## src/rtl/axi_burst_scheduler.sv

```systemverilog
// rtl/axi_burst_scheduler.sv - splits write/read jobs into 4 KB-safe AXI bursts, one outstanding at a time
// Optional watchdog on outstanding bursts: define SCHED_TIMEOUT_EN.
module axi_burst_scheduler #(
  parameter int ADDR_WIDTH     = 32,
  parameter int ID_WIDTH       = 4,
  parameter int LEN_WIDTH      = 16,
  parameter int MAX_BURST      = 16,
  parameter int TIMEOUT_CYCLES = 1024
) (
  input  logic                  clk,
  input  logic                  reset,
  input  logic                  wr_req,
  input  logic [ADDR_WIDTH-1:0] wr_addr,
  input  logic [LEN_WIDTH-1:0]  wr_beats,
  output logic                  wr_ack,
  output logic                  wr_done,
  input  logic                  rd_req,
  input  logic [ADDR_WIDTH-1:0] rd_addr,
  input  logic [LEN_WIDTH-1:0]  rd_beats,
  output logic                  rd_ack,
  output logic                  rd_done,
  output logic                  start_write,
  output logic [ID_WIDTH-1:0]   write_id,
  output logic [ADDR_WIDTH-1:0] write_addr,
  output logic [7:0]            write_len,
  output logic [2:0]            write_size,
  output logic [1:0]            write_burst,
  input  logic                  write_complete,
  output logic                  start_read,
  output logic [ID_WIDTH-1:0]   read_id,
  output logic [ADDR_WIDTH-1:0] read_addr,
  output logic [7:0]            read_len,
  output logic [2:0]            read_size,
  output logic [1:0]            read_burst,
  input  logic                  read_complete,
  output logic                  sched_busy,
  output logic                  sched_err
);

  typedef enum logic [2:0] {IDLE, ISSUE_WR, WAIT_WR, ISSUE_RD, WAIT_RD} state_t;

  state_t                state, state_n;
  logic                  wr_act, rd_act, wr_zero, rd_zero, last_rd;
  logic [ADDR_WIDTH-1:0] wr_cur, rd_cur;
  logic [LEN_WIDTH-1:0]  wr_rem, rd_rem;
  logic [ID_WIDTH-1:0]   seq_id;
  logic [31:0]           beats_q, beats_c, page_lim;
  logic [9:0]            g_page;
  logic [LEN_WIDTH-1:0]  g_rem;
  logic                  grant_wr, grant_rd, wr_cpl, rd_cpl, tmo_hit;

  assign grant_wr = wr_act && (!rd_act || last_rd);
  assign grant_rd = rd_act && !grant_wr;
  assign wr_cpl   = (state == WAIT_WR) && write_complete;
  assign rd_cpl   = (state == WAIT_RD) && read_complete;

  // Burst size is the tightest of remaining beats, MAX_BURST and the beats left in the 4 KB page.
  always_comb begin
    g_page   = grant_wr ? wr_cur[11:2] : rd_cur[11:2];
    g_rem    = grant_wr ? wr_rem : rd_rem;
    page_lim = 32'd1024 - 32'(g_page);
    beats_c  = 32'(g_rem);
    if (32'(MAX_BURST) < beats_c) beats_c = 32'(MAX_BURST);
    if (page_lim < beats_c) beats_c = page_lim;
  end

`ifdef SCHED_TIMEOUT_EN
  localparam int TW = $clog2(TIMEOUT_CYCLES + 1);
  logic [TW-1:0] tmo_cnt;

  assign tmo_hit = ((state == WAIT_WR && !write_complete) || (state == WAIT_RD && !read_complete))
                   && (tmo_cnt == TW'(TIMEOUT_CYCLES - 1));

  always_ff @(posedge clk or posedge reset) begin
    if (reset) begin
      tmo_cnt   <= '0;
      sched_err <= 1'b0;
    end else begin
      sched_err <= tmo_hit;
      if (state == WAIT_WR || state == WAIT_RD) tmo_cnt <= tmo_cnt + TW'(1);
      else tmo_cnt <= '0;
    end
  end
`else
  assign tmo_hit   = 1'b0;
  assign sched_err = 1'b0;
`endif

  always_ff @(posedge clk or posedge reset) begin
    if (reset) state <= IDLE;
    else state <= state_n;
  end

  always_comb begin
    state_n = state;
    case (state)
      IDLE:     if (grant_wr) state_n = ISSUE_WR;
                else if (grant_rd) state_n = ISSUE_RD;
      ISSUE_WR: state_n = WAIT_WR;
      WAIT_WR:  if (wr_cpl || tmo_hit) state_n = IDLE;
      ISSUE_RD: state_n = WAIT_RD;
      WAIT_RD:  if (rd_cpl || tmo_hit) state_n = IDLE;
      default:  state_n = IDLE;
    endcase
  end

  always_comb begin
    start_write = (state == ISSUE_WR);
    start_read  = (state == ISSUE_RD);
    sched_busy  = wr_act | rd_act;
  end

  always_ff @(posedge clk or posedge reset) begin
    if (reset) begin
      wr_act <= 1'b0; rd_act <= 1'b0; wr_zero <= 1'b0; rd_zero <= 1'b0;
      wr_ack <= 1'b0; rd_ack <= 1'b0; wr_done <= 1'b0; rd_done <= 1'b0;
      wr_cur <= '0; rd_cur <= '0; wr_rem <= '0; rd_rem <= '0;
      last_rd <= 1'b1; seq_id <= '0; beats_q <= '0;
      write_id <= '0; write_addr <= '0; write_len <= '0; write_size <= '0; write_burst <= '0;
      read_id <= '0; read_addr <= '0; read_len <= '0; read_size <= '0; read_burst <= '0;
    end else begin
      wr_ack  <= 1'b0;
      rd_ack  <= 1'b0;
      wr_done <= wr_zero;
      rd_done <= rd_zero;
      wr_zero <= 1'b0;
      rd_zero <= 1'b0;
      // Zero-beat jobs never become active; the pending flag only schedules the done pulse.
      if (wr_req && !wr_act && !wr_zero) begin
        wr_ack <= 1'b1;
        wr_cur <= wr_addr & ~ADDR_WIDTH'(3);
        wr_rem <= wr_beats;
        if (wr_beats == '0) wr_zero <= 1'b1;
        else wr_act <= 1'b1;
      end
      if (rd_req && !rd_act && !rd_zero) begin
        rd_ack <= 1'b1;
        rd_cur <= rd_addr & ~ADDR_WIDTH'(3);
        rd_rem <= rd_beats;
        if (rd_beats == '0) rd_zero <= 1'b1;
        else rd_act <= 1'b1;
      end
      if (state == IDLE && (grant_wr || grant_rd)) begin
        seq_id  <= seq_id + ID_WIDTH'(1);
        last_rd <= grant_rd;
        beats_q <= beats_c;
        if (grant_wr) begin
          write_id <= seq_id; write_addr <= wr_cur; write_len <= 8'(beats_c - 32'd1);
          write_size <= 3'd2; write_burst <= 2'b01;
        end else begin
          read_id <= seq_id; read_addr <= rd_cur; read_len <= 8'(beats_c - 32'd1);
          read_size <= 3'd2; read_burst <= 2'b01;
        end
      end
      if (wr_cpl) begin
        wr_cur <= wr_cur + ADDR_WIDTH'(beats_q * 32'd4);
        wr_rem <= wr_rem - LEN_WIDTH'(beats_q);
        if (wr_rem == LEN_WIDTH'(beats_q)) begin
          wr_act  <= 1'b0;
          wr_done <= 1'b1;
        end
      end
      if (rd_cpl) begin
        rd_cur <= rd_cur + ADDR_WIDTH'(beats_q * 32'd4);
        rd_rem <= rd_rem - LEN_WIDTH'(beats_q);
        if (rd_rem == LEN_WIDTH'(beats_q)) begin
          rd_act  <= 1'b0;
          rd_done <= 1'b1;
        end
      end
      if (tmo_hit && state == WAIT_WR) wr_act <= 1'b0;
      if (tmo_hit && state == WAIT_RD) rd_act <= 1'b0;
    end
  end

endmodule

```

## config.mk

```make
export PLATFORM = sky130hd
export DESIGN_NAME = axi_burst_scheduler
export DESIGN_NICKNAME = d
export VERILOG_FILES = /design/src/rtl/axi_burst_scheduler.sv
export SDC_FILE = /design/constraint.sdc
export NUM_CORES = 1
export LEC_CHECK = 0
export ABC_AREA = 1
export BUFFER_PORTS_ARGS = -buffer_cell sky130_fd_sc_hd__buf_4
export CAP_MARGIN = 30
export CORE_UTILIZATION = 50
export CTS_CLUSTER_DIAMETER = 40
export CTS_CLUSTER_SIZE = 20
export DETAILED_ROUTE_END_ITERATION = 8
export MAX_ROUTING_LAYER = met4
export PLACE_DENSITY = 0.72
export SETUP_SLACK_MARGIN = 0.2
export SYNTH_ARGS = -nofsm -noshare
export SYNTH_HDL_FRONTEND = slang
export SYNTH_SLANG_ARGS = --single-unit
```

## constraint.sdc

```tcl
create_clock -name clk -period 16.8 [get_ports clk]
set_input_delay 1.68 -clock clk [delete_from_list [all_inputs] [get_ports clk]]
set_output_delay 1.68 -clock clk [all_outputs]
set_load 0.005 [all_outputs]
```

# == Yosys cells after proc, flatten, opt, wreduce, memory -nomap -nowiden ==
# Cells that the tools add are included.
# op_classes
order_cmp,2
bitwise_logic,2
reduce_logical,24
n_mux,35
n_mul,0
n_shift,0
n_div,0
add_sub_neg,7
eq_ne,9
# op_table
op,count
$mux 32,4
$mux 16,6
$add 32x32->32,2
$eq 16x16->1,2
$logic_not 16->1,2
$lt 32x16->1,1
$sub 16x16->16,2
$mux 30,1
$mux 1,18
$lt 5x16->1 const A,1
$pmux 3 s5,1
$mux 3,4
$sub 11x10->12 const A,1
$mux 10,1
$logic_and 1x1->1,9
$sub 8x1->8 const B,1
$eq 3x2->1 const B,2
$logic_not 1->1,5
$add 4x1->4 const B,1
$ne 2x2->1 const B,2
$reduce_and 2->1,2
$reduce_bool 2->1,2
$eq 3x1->1 const B,1
$eq 3x3->1 const B,1
other kinds (6),7
# totals
ram_bits,0
latchBits,0
word_cells,103
rom_bits,0
regBits,232
memories,0

# == Depth between registers and ports, before layout ==
# Gate-level depths: netlist of the first run.
# logic_depth
ltp_word,9
mapped_depth,29
depth_no_buf,29

# == Least setup slack after synthesis of the first run ==
# Ideal clock, no wire load.
# synth_timing
path_kind,reg-to-reg
start,register last_rd
end,register read_len[4]
stages_incl_launch_ff,23
arrival_ns,3.703
setup_slack_ns,13.031
period_less_slack_ns,3.769
n_path_buf,1
path_cell_list,dfstp_2 inv_1 nand2_4 nand2_4 buf_2 o21ai_0 and3_1 nand3_1 nor3b_2 nand2_1 nor2_1 xor2_1 ha_1 a21o_1 a21oi_1 nand2_2 nand2_1 nand2_1 ha_1 nand3_1 xor2_1 nand2_1 nand2_1
# synth_via
elab_chain_cells,8
word_cells_on_any_way,16
cone_classes,add/sub (2); order compare (2); mux (4); bitwise (1); reduce/logical (7)
# synth_lines
item,line_no,source
"start, declared",43,"logic wr_act, rd_act, wr_zero, rd_zero, last_rd;"
"start signal, assigned",145,last_rd <= grant_rd;
$logic_or 1x1->1 (*),52,assign grant_wr = wr_act && (!rd_act || last_rd);
$logic_and 1x1->1 (*),52,
$mux 16,60,g_rem = grant_wr ? wr_rem : rd_rem;
$lt 5x16->1,63,if (32'(MAX_BURST) < beats_c) beats_c = 32'(MAX_BURST);
$mux 16,63,
$lt 32x16->1,64,if (page_lim < beats_c) beats_c = page_lim;
$mux 30,64,
$sub 8x1->8,151,read_id <= seq_id; read_addr <= rd_cur; read_len <= 8'(beats_c - 32'd1);
"end signal, assigned",151,
"end, declared",32,"output logic [7:0] read_len,"
# Mark *: on every way between the ends. The rest lies on a longest branch, timed or not.
# A chain may end at the register's enable or synchronous reset.

# == Final worst setup path of the first run ==
# layout_timing
start,register wr_act
end,register read_len[4]
# layout_via
elab_chain_cells,7
word_cells_on_any_way,15
cone_classes,add/sub (2); order compare (2); mux (4); bitwise (1); reduce/logical (6)
# layout_lines
item,line_no,source
"start, declared",43,
"start signal, assigned",115,wr_act <= 1'b0; rd_act <= 1'b0; wr_zero <= 1'b0; rd_zero <= 1'b0;
"start signal, assigned",134,else wr_act <= 1'b1;
"start signal, assigned",159,wr_act <= 1'b0;
$logic_and 1x1->1 (*),52,
$mux 16,60,
$lt 5x16->1,63,
$mux 16,63,
$lt 32x16->1,64,
$mux 30,64,
$sub 8x1->8,151,
# Marks and branches as above.

==> out/qor.csv, run 1 <==
stage,metric,value,unit
synth,largest area contributor in the netlist,dfrtp_1,
setup_path,Critical Path Most Common Cell,nand2_1,
detailed_routing,M1 WL,16800,µm
detailed_routing,initial DRC count,925,
setup_path,CP max-delay cell,dfrtp_1,
clock_tree,"CTS clk-pin slew, worst paths",0.05,ns
setup_path,Critical Path Start Type,flip-flop,
finish,final std cells w/o fill,2239,
setup_path,Critical Path RT,17.25,ns
detailed_routing,DR DRC count,0,
floorplanning,Die ar.,26500,µm²
sta,final hold vios,0,
setup_path,"CP delay by family, top",simple AND/OR/NAND/NOR gates,
synth,Syn Area/Cell,7.64,µm²
setup_path,CP max stage delay,0.74,ns
finish,sequential cell area,5260,µm²
global_routing,global-route wire length before repair,57500,µm
synth,Syn Std Cell Area,12900,µm²
setup_path,Setup crit end kind,flip-flop,
synth,async set-or-reset flop fraction in the synthesized netlist,100,%
clock_tree,CTS Buf Count,38,
power_and_ir_drop,Leak Pwr,0.00825,µW
run_status,status,"complete, no violations",
finish,Layout area overhead,23.6,%
power_and_ir_drop,PD cells,218,nW/µm²
detailed_routing,WL met3,2880,µm
sta,minimum clock period,4.65,ns
placement,Post-DP HPWL,26100,µm
global_routing,GRT Overall Usage,28.1,%
clock_tree,clk buf depth,3,
detailed_routing,WL final,36000,µm
clock_tree,H-tree lvl count,2,
detailed_routing,uppermost routed layer,met4,
sta,Setup Skew,0.0204,ns
run,Max Cap Violations,0,
synth,Ys Warns,0,
clock_tree,CTS tree,built,
sta,unrepaired setup endpoints after global routing,no,
sta,Worst-Margin Slew,0.920,ns
global_routing,vias in the first global route,11500,
clock_tree,CTS Sinks,210,
sta,setup TNS,0,ns
finish,area of the multi-input gates,6620,µm²
clock_tree,cts hold-fix bufs,0,
detailed_routing,Avg WL per Cell,16.1,µm
floorplanning,Die Width,163,µm
power_and_ir_drop,Max VDD drop,0.000130,V
placement,Final GP Congestion,0.917,
global_routing,largest net degree at the start of global routing,125,
synth,leading post-synthesis cells by cell area,"dfrtp_1 40%, nand2_1 12%, ha_1 7.3%, o21ai_0 6.4%, inv_1 5.8%",
placement,Placed Instances,2171,
synth,Yosys cell types,51,
clock_tree,CTS resizes,0,
detailed_routing,WL met2,15700,µm
clock_tree,Worst-Skew Late Latency,0.51,ns
synth,top-area cell type share of the netlist area,40.4,%
sta,fin crit share,27.7,%
setup_path,"Critical Path, Cell by Cell","nand2_4, o21ai_0, and3_1, nand3_1, nor3b_2, nand2_1, nor2_1, xor2_1, ha_1, a21o_1, a21oi_1, nand2_2, nand2_1, nand2_1, ha_1, nand3_1, xor2_1, nand2_1, nand2_1",
finish,layout cells sized above 1,16.8,%
placement,I/O Buffers,192,
clock_tree,Post-CTS Setup Bufs,0,
detailed_routing,Routed Antenna Nets,0,
sta,fin. max-slew vios,0,
sta,Final setup viols,0,
sta,relative slew slack,38.7,%
floorplanning,height of the die,163,µm
floorplanning,core area,25300,µm²
clock_tree,Clock Tree Root,clkbuf_16,
finish,Final Net Count,2062,
floorplanning,# rows,58,
synth,cell count after synthesis,1692,
setup_path,Critical Path AT,5.11,ns
setup_path,kind of critical path,flip-flop to flip-flop,
synth,Post-synth EDFFs,0,
finish,n_diodes,0,
floorplanning,Starting Density,51.2,%
sta,fmax,0.215,GHz
detailed_routing,Vias,12000,
floorplanning,IO Pins,208,
synth,ys flop type,dfrtp_1,
setup_path,WP buf/inv,0,
hold_path,Min-Delay Path Class,flip-flop to flip-flop,
global_routing,initial antenna violation count,0,
finish,fillers,2247,
synth,part of the Yosys area used for sequential elements,40.6,%
detailed_routing,routed vias/inst,5.37,
detailed_routing,number of iterations in the first detailed-routing pass,5,
synth,"flops & latches, synth",210,
setup_path,worst-path maximum fanout,37,
global_routing,Overflow after GRT,0,
-- stage by stage --
stage | total power (µW) | setup WS [ns] | area [µm²] | hold WS, ns | utilization, %
5_1_grt | 3790 | 11.73 | 16000 | 0.479 | 63.3
2_1_floorplan | 2140 | 9.38 | 13000 | 0.440 | -
6_report | 3490 | 12.15 | 16000 | 0.471 | 63.3
4_1_cts | 3490 | 12.22 | 16000 | 0.467 | 63.3
3_3_place_gp | 2600 | 11.60 | 14600 | 0.446 | 57.7
3_5_place_dp | 2670 | 12.24 | 14700 | 0.454 | 58.1
-- synth_stat cells, types with 4 or more instances --
library cell and n:
clkinv_1 4, fa_1 4, nand2_1 430, nand2_2 8
nor4_1 15, dfrtp_1 209, nor3_1 10, nand4_1 17
a21oi_1 116, nor2_1 86, nand3b_1 5, o21ai_1 8
clkbuf_1 53, or2_2 19, o211ai_1 20, buf_4 15
a21o_1 5, nand3_1 80, inv_1 199, xor2_1 44
o22ai_1 35, xnor2_1 11, o21ai_0 165, o221ai_1 9
ha_1 75
-- per-layer routing --
metal / vias up / track usage (%)
met5: - / -
met4: 0 / 7.26
met3: 55 / 6.26
met2: 388 / 42.2
met1: 5605 / 38.1
li1: 5967 / -
-- path summary, 6_finish.rpt --
kind / start / end / slack [ns] / cells after the start
max reg2reg: wr_act / read_len[4] / 12.15 / 19
max: wr_act / read_len[4] / 12.15 / 19
min reg2reg: rd_zero / rd_done / 0.47 / 1
min: rd_zero / rd_done / 0.47 / 1
max in group asynchronous: reset / write_len[7] / 14.58 / 3
min in group asynchronous: reset / read_addr[21] / 1.08 / 2
-- cell usage in the layout, fill, tap and decap left out, types with 11 or more instances in the layout --
| cell | netlist | routed |
|---|---|---|
| xnor2_1 | 11 | 11 |
| or2_2 | 19 | 19 |
| ha_1 | 75 | 75 |
| a21oi_1 | 116 | 116 |
| nor2_1 | 86 | 86 |
| xor2_1 | 44 | 44 |
| nand4_1 | 17 | 17 |
| nand2_1 | 430 | 430 |
| buf_4 | 15 | 203 |
| o21ai_0 | 165 | 165 |
| o22ai_1 | 35 | 35 |
| dfrtp_1 | 209 | 209 |
| conb_1 | 2 | 17 |
| inv_1 | 199 | 198 |
| nand3_1 | 80 | 79 |
| o211ai_1 | 20 | 20 |
| nor4_1 | 15 | 15 |
| clkbuf_16 | 0 | 39 |
-- power breakdown --
| group | total [µW] | switching, µW | internal, µW |
|---|---|---|---|
| logic | 1770 | 1070 | 705 |
| clock network | 791 | 266 | 525 |
| registers | 921 | 181 | 741 |
| total | 3490 | 1520 | 1970 |
-- final cells by class --
| type | instances | share of cell area, % |
|---|---|---|
| clock buffer | 49 | 6.65 |
| clock inverter | 19 | 1.60 |
| inverter | 206 | 4.88 |
| multi-input combinational | 1218 | 41.4 |
| sequential | 210 | 32.9 |
| tap | 330 | 2.58 |
| timing repair buffer | 207 | 10.0 |
-- worst reg2reg max path, stage by stage, from the launching register on --
cell and delay [ns]:
dfrtp_1 0.74, nand2_4 0.37, o21ai_0 0.37, and3_1 0.25, nand3_1 0.13, nor3b_2 0.26, nand2_1 0.07, nor2_1 0.12
xor2_1 0.25, ha_1 0.29, a21o_1 0.18, a21oi_1 0.43, nand2_2 0.20, nand2_1 0.09, nand2_1 0.12, ha_1 0.28
nand3_1 0.11, xor2_1 0.18, nand2_1 0.08, nand2_1 0.08
-- cell families (layout without fill, tap and decap cells) --
| family | count (synthesis) | count (layout) | synth area share, % |
|---|---|---|---|
| compound gates | 384 | 384 | 16.6 |
| xor+xnor | 55 | 55 | 3.72 |
| fa+ha+maj | 79 | 79 | 7.87 |
| buf+inv | 279 | 481 | 8.67 |
| flops | 210 | 210 | 40.6 |
| other cells | 2 | 17 | 0.0581 |
| simple gates | 683 | 683 | 22.5 |
-- registers in the layout, summed over array words and instances (netlist names), 8 cells and up --
register    cells
wr_rem         16
beats_q        16
read_len        8
wr_cur         30
read_addr      30
rd_cur         30
write_addr     30
rd_rem         16
write_len       8
No activity file was read; power rests on OpenSTA's default activity.
==> run 2: changes to the inputs <==
==> constraint.sdc (replaced) <==
create_clock -name clk -period 4.4 [get_ports clk]
set_input_delay 0.44 -clock clk [delete_from_list [all_inputs] [get_ports clk]]
set_output_delay 0.44 -clock clk [all_outputs]
set_load 0.005 [all_outputs]
==> run 2 against run 1 <==
Against the previous run:
- sequential share of layout area about the same
- total power increased to 3.8 times the previous value
- critical path depth increased by 3
- clock skew decreased by 0.0028 ns
- final cell count increased by 0.22%
- hold slack got worse by 0.27 ns
- flip-flop and latch count unchanged
- sequential power increased to 3.8 times the previous value
- combinational power increased to 3.9 times the previous value
- critical endpoint is now write_len[4]
- largest power group unchanged
- highest routed layer unchanged
==> out/qor.csv, run 2 (synthesis results as in run 1) <==
stage,metric,value,unit,change
clock_tree,CTS Buf Count,35,,was 38
clock_tree,CTS Sinks,210,,unchanged
setup_path,WP buf/inv,2,,was 0
detailed_routing,number of iterations in the first detailed-routing pass,5,,unchanged
finish,layout cells sized above 1,17.1,%,was 16.8%
global_routing,global-route wire length before repair,59000,µm,was 57500 µm
sta,Setup Skew,0.0175,ns,was 0.0204 ns
run_status,status,"complete, no violations",,unchanged
placement,Post-DP HPWL,27000,µm,was 26100 µm
clock_tree,CTS tree,built,,unchanged
clock_tree,clk buf depth,3,,unchanged
sta,relative slew slack,44.4,%,was 38.7%
floorplanning,IO Pins,208,,unchanged
placement,Placed Instances,2181,,was 2171
clock_tree,Worst-Skew Late Latency,0.51,ns,about the same
power_and_ir_drop,Leak Pwr,0.00824,µW,was 0.00825 µW
sta,fin crit share,88.5,%,was 27.7%
floorplanning,core area,25300,µm²,unchanged
hold_path,Min-Delay Path Class,primary input to flip-flop,,was flip-flop to flip-flop
detailed_routing,routed vias/inst,5.35,,was 5.37
detailed_routing,Routed Antenna Nets,0,,unchanged
finish,fillers,2231,,was 2247
floorplanning,height of the die,163,µm,unchanged
global_routing,largest net degree at the start of global routing,93,,was 125
global_routing,vias in the first global route,11600,,was 11500
finish,Final Net Count,2070,,was 2062
sta,unrepaired setup endpoints after global routing,no,,unchanged
power_and_ir_drop,total power,13300,µW,was 3490 µW
setup_path,Setup crit end kind,flip-flop,,unchanged
setup_path,kind of critical path,flip-flop to flip-flop,,unchanged
clock_tree,H-tree lvl count,2,,unchanged
floorplanning,# rows,58,,unchanged
detailed_routing,Avg WL per Cell,16.3,µm,was 16.1 µm
global_routing,Overflow after GRT,0,,unchanged
sta,minimum clock period,3.89,ns,was 4.65 ns
detailed_routing,initial DRC count,1006,,was 925
finish,n_diodes,0,,unchanged
clock_tree,Clock Tree Root,clkbuf_16,,unchanged
floorplanning,Die Width,163,µm,unchanged
sta,Final setup viols,0,,unchanged
finish,Layout area overhead,23.6,%,about the same
setup_path,Critical Path AT,4.34,ns,was 5.11 ns
setup_path,Critical Path RT,4.84,ns,was 17.25 ns
sta,Worst-Margin Slew,0.833,ns,was 0.920 ns
finish,final std cells w/o fill,2244,,was 2239
detailed_routing,WL final,36700,µm,was 36000 µm
sta,setup TNS,0,ns,unchanged
floorplanning,Die ar.,26500,µm²,unchanged
setup_path,Critical Path Most Common Cell,nand2_1,,unchanged
placement,I/O Buffers,192,,unchanged
clock_tree,"CTS clk-pin slew, worst paths",0.05,ns,about the same
global_routing,GRT Overall Usage,28.8,%,was 28.1%
sta,fmax,0.257,GHz,was 0.215 GHz
detailed_routing,DR DRC count,0,,unchanged
sta,fin. max-slew vios,0,,unchanged
power_and_ir_drop,PD cells,829,nW/µm²,was 218 nW/µm²
setup_path,"CP delay by family, top",simple AND/OR/NAND/NOR gates,,unchanged
run,Max Cap Violations,0,,unchanged
sta,final hold vios,0,,unchanged
finish,most frequent cells in the layout,"430 x nand2_1, 211 x buf_4, 209 x dfrtp_1",,"was 430 x nand2_1, 209 x dfrtp_1, 203 x buf_4"
finish,"commonest non-fill, non-tap cell in the layout",nand2_1,,unchanged
floorplanning,Starting Density,51.2,%,unchanged
global_routing,initial antenna violation count,0,,unchanged
setup_path,"Critical Path, Cell by Cell","inv_1, nand2_4, nand2_4, o21ai_4, and3_1, nand3_1, nor3b_2, nand2_1, nor2_1, xor2_1, ha_1, a21o_1, a21oi_1, buf_4, nand2_2, nand2_1, nand2_1, ha_1, nand3_1, xor2_1, nand2_1, nand2_1",,"was nand2_4, o21ai_0, and3_1, nand3_1, nor3b_2, nand2_1, nor2_1, xor2_1, ha_1, a21o_1, a21oi_1, nand2_2, nand2_1, nand2_1, ha_1, nand3_1, xor2_1, nand2_1, nand2_1"
finish,Util after Layout,63.3,%,about the same
detailed_routing,Vias,12000,,unchanged
setup_path,worst-path maximum fanout,18,,was 37
placement,Final GP Congestion,0.910,,was 0.917
setup_path,CP max stage delay,0.51,ns,was 0.74 ns
power_and_ir_drop,Max VDD drop,0.000386,V,was 0.000130 V
setup_path,Critical Path Start Type,flip-flop,,unchanged
setup_path,CP max-delay cell,dfstp_2,,was dfrtp_1
clock_tree,Post-CTS Setup Bufs,0,,unchanged
## run 2: cell types whose count changed in the layout (fill, tap and decap cells not counted), sizes merged
| cell | previous run | this run |
|---|---|---|
| inv | 207 | 206 |
| clkinvlp | 4 | 7 |
| buf | 207 | 217 |
| clkbuf | 49 | 42 |
| bufinv | 5 | 4 |
| dlygate4sd3 | 0 | 1 |
## run 2: worst paths after layout
kind / from / depth (start not counted) / slack [ns] / endpoint
hold reg to reg: rd_zero / 1 / 0.47 / rd_done
min in group asynchronous: reset / 3 / 0.42 / rd_cur[23]
setup / recovery: last_rd / 22 / 0.51 / write_len[4]
hold / removal: wr_beats[0] / 3 / 0.20 / wr_rem[0]
setup reg to reg: last_rd / 22 / 0.51 / write_len[4]
max in group asynchronous: reset / 5 / 3.02 / last_rd
## run 2: tightest hold or removal path, cell delays in order
cell and delay, ns:
buf_4 0.08, nand3_1 0.06, o221ai_1 0.07
## run 2: through the flow
stage          worst slack, ns  hold slack (ns)  cell area, µm²
5_1_grt                  0.222            0.214           16000
3_3_place_gp             0.560            0.452           14700
4_1_cts                  0.488            0.187           16000
6_report                 0.506            0.197           16000
3_5_place_dp             0.515            0.387           14800
2_1_floorplan            0.631            0.440           13000
## run 2: power by group
group	total [µW]	leakage (µW)	internal (µW)	switching, µW
Combinational	6900	0.00508	2760	4140
Sequential	3530	0.00259	2830	698
Clock	2830	0.000580	1830	1000
## run 2: layout make-up
cell class | instances | area (µm²) | share of cell area [%]
multi-input cells | 1218 | 6630 | 41.4
flip-flops and latches | 210 | 5260 | 32.9
well taps | 330 | 413 | 2.58
clock buffers | 42 | 975 | 6.10
inverters | 206 | 777 | 4.86
repair buffers | 218 | 1710 | 10.7
clock inverters | 20 | 236 | 1.48
## run 2: timing repair
| action | CTS | global route |
|---|---|---|
| resized for setup | 0 | 2 |
| setup endpoints to repair | 0 | 8 |
| hold buffers | 1 | 0 |
| endpoints found under the hold margin | 5 | 0 |
## run 2: routing by layer
metal / global-route usage, % / vias up / part of all wire, %
met3: 5.76 / 35 / 7.6
met4: 5.61 / 0 / 1.4
met1: 39.4 / 5646 / 46
met5: - / - / 0
li1: - / 5970 / -
met2: 44.4 / 364 / 45
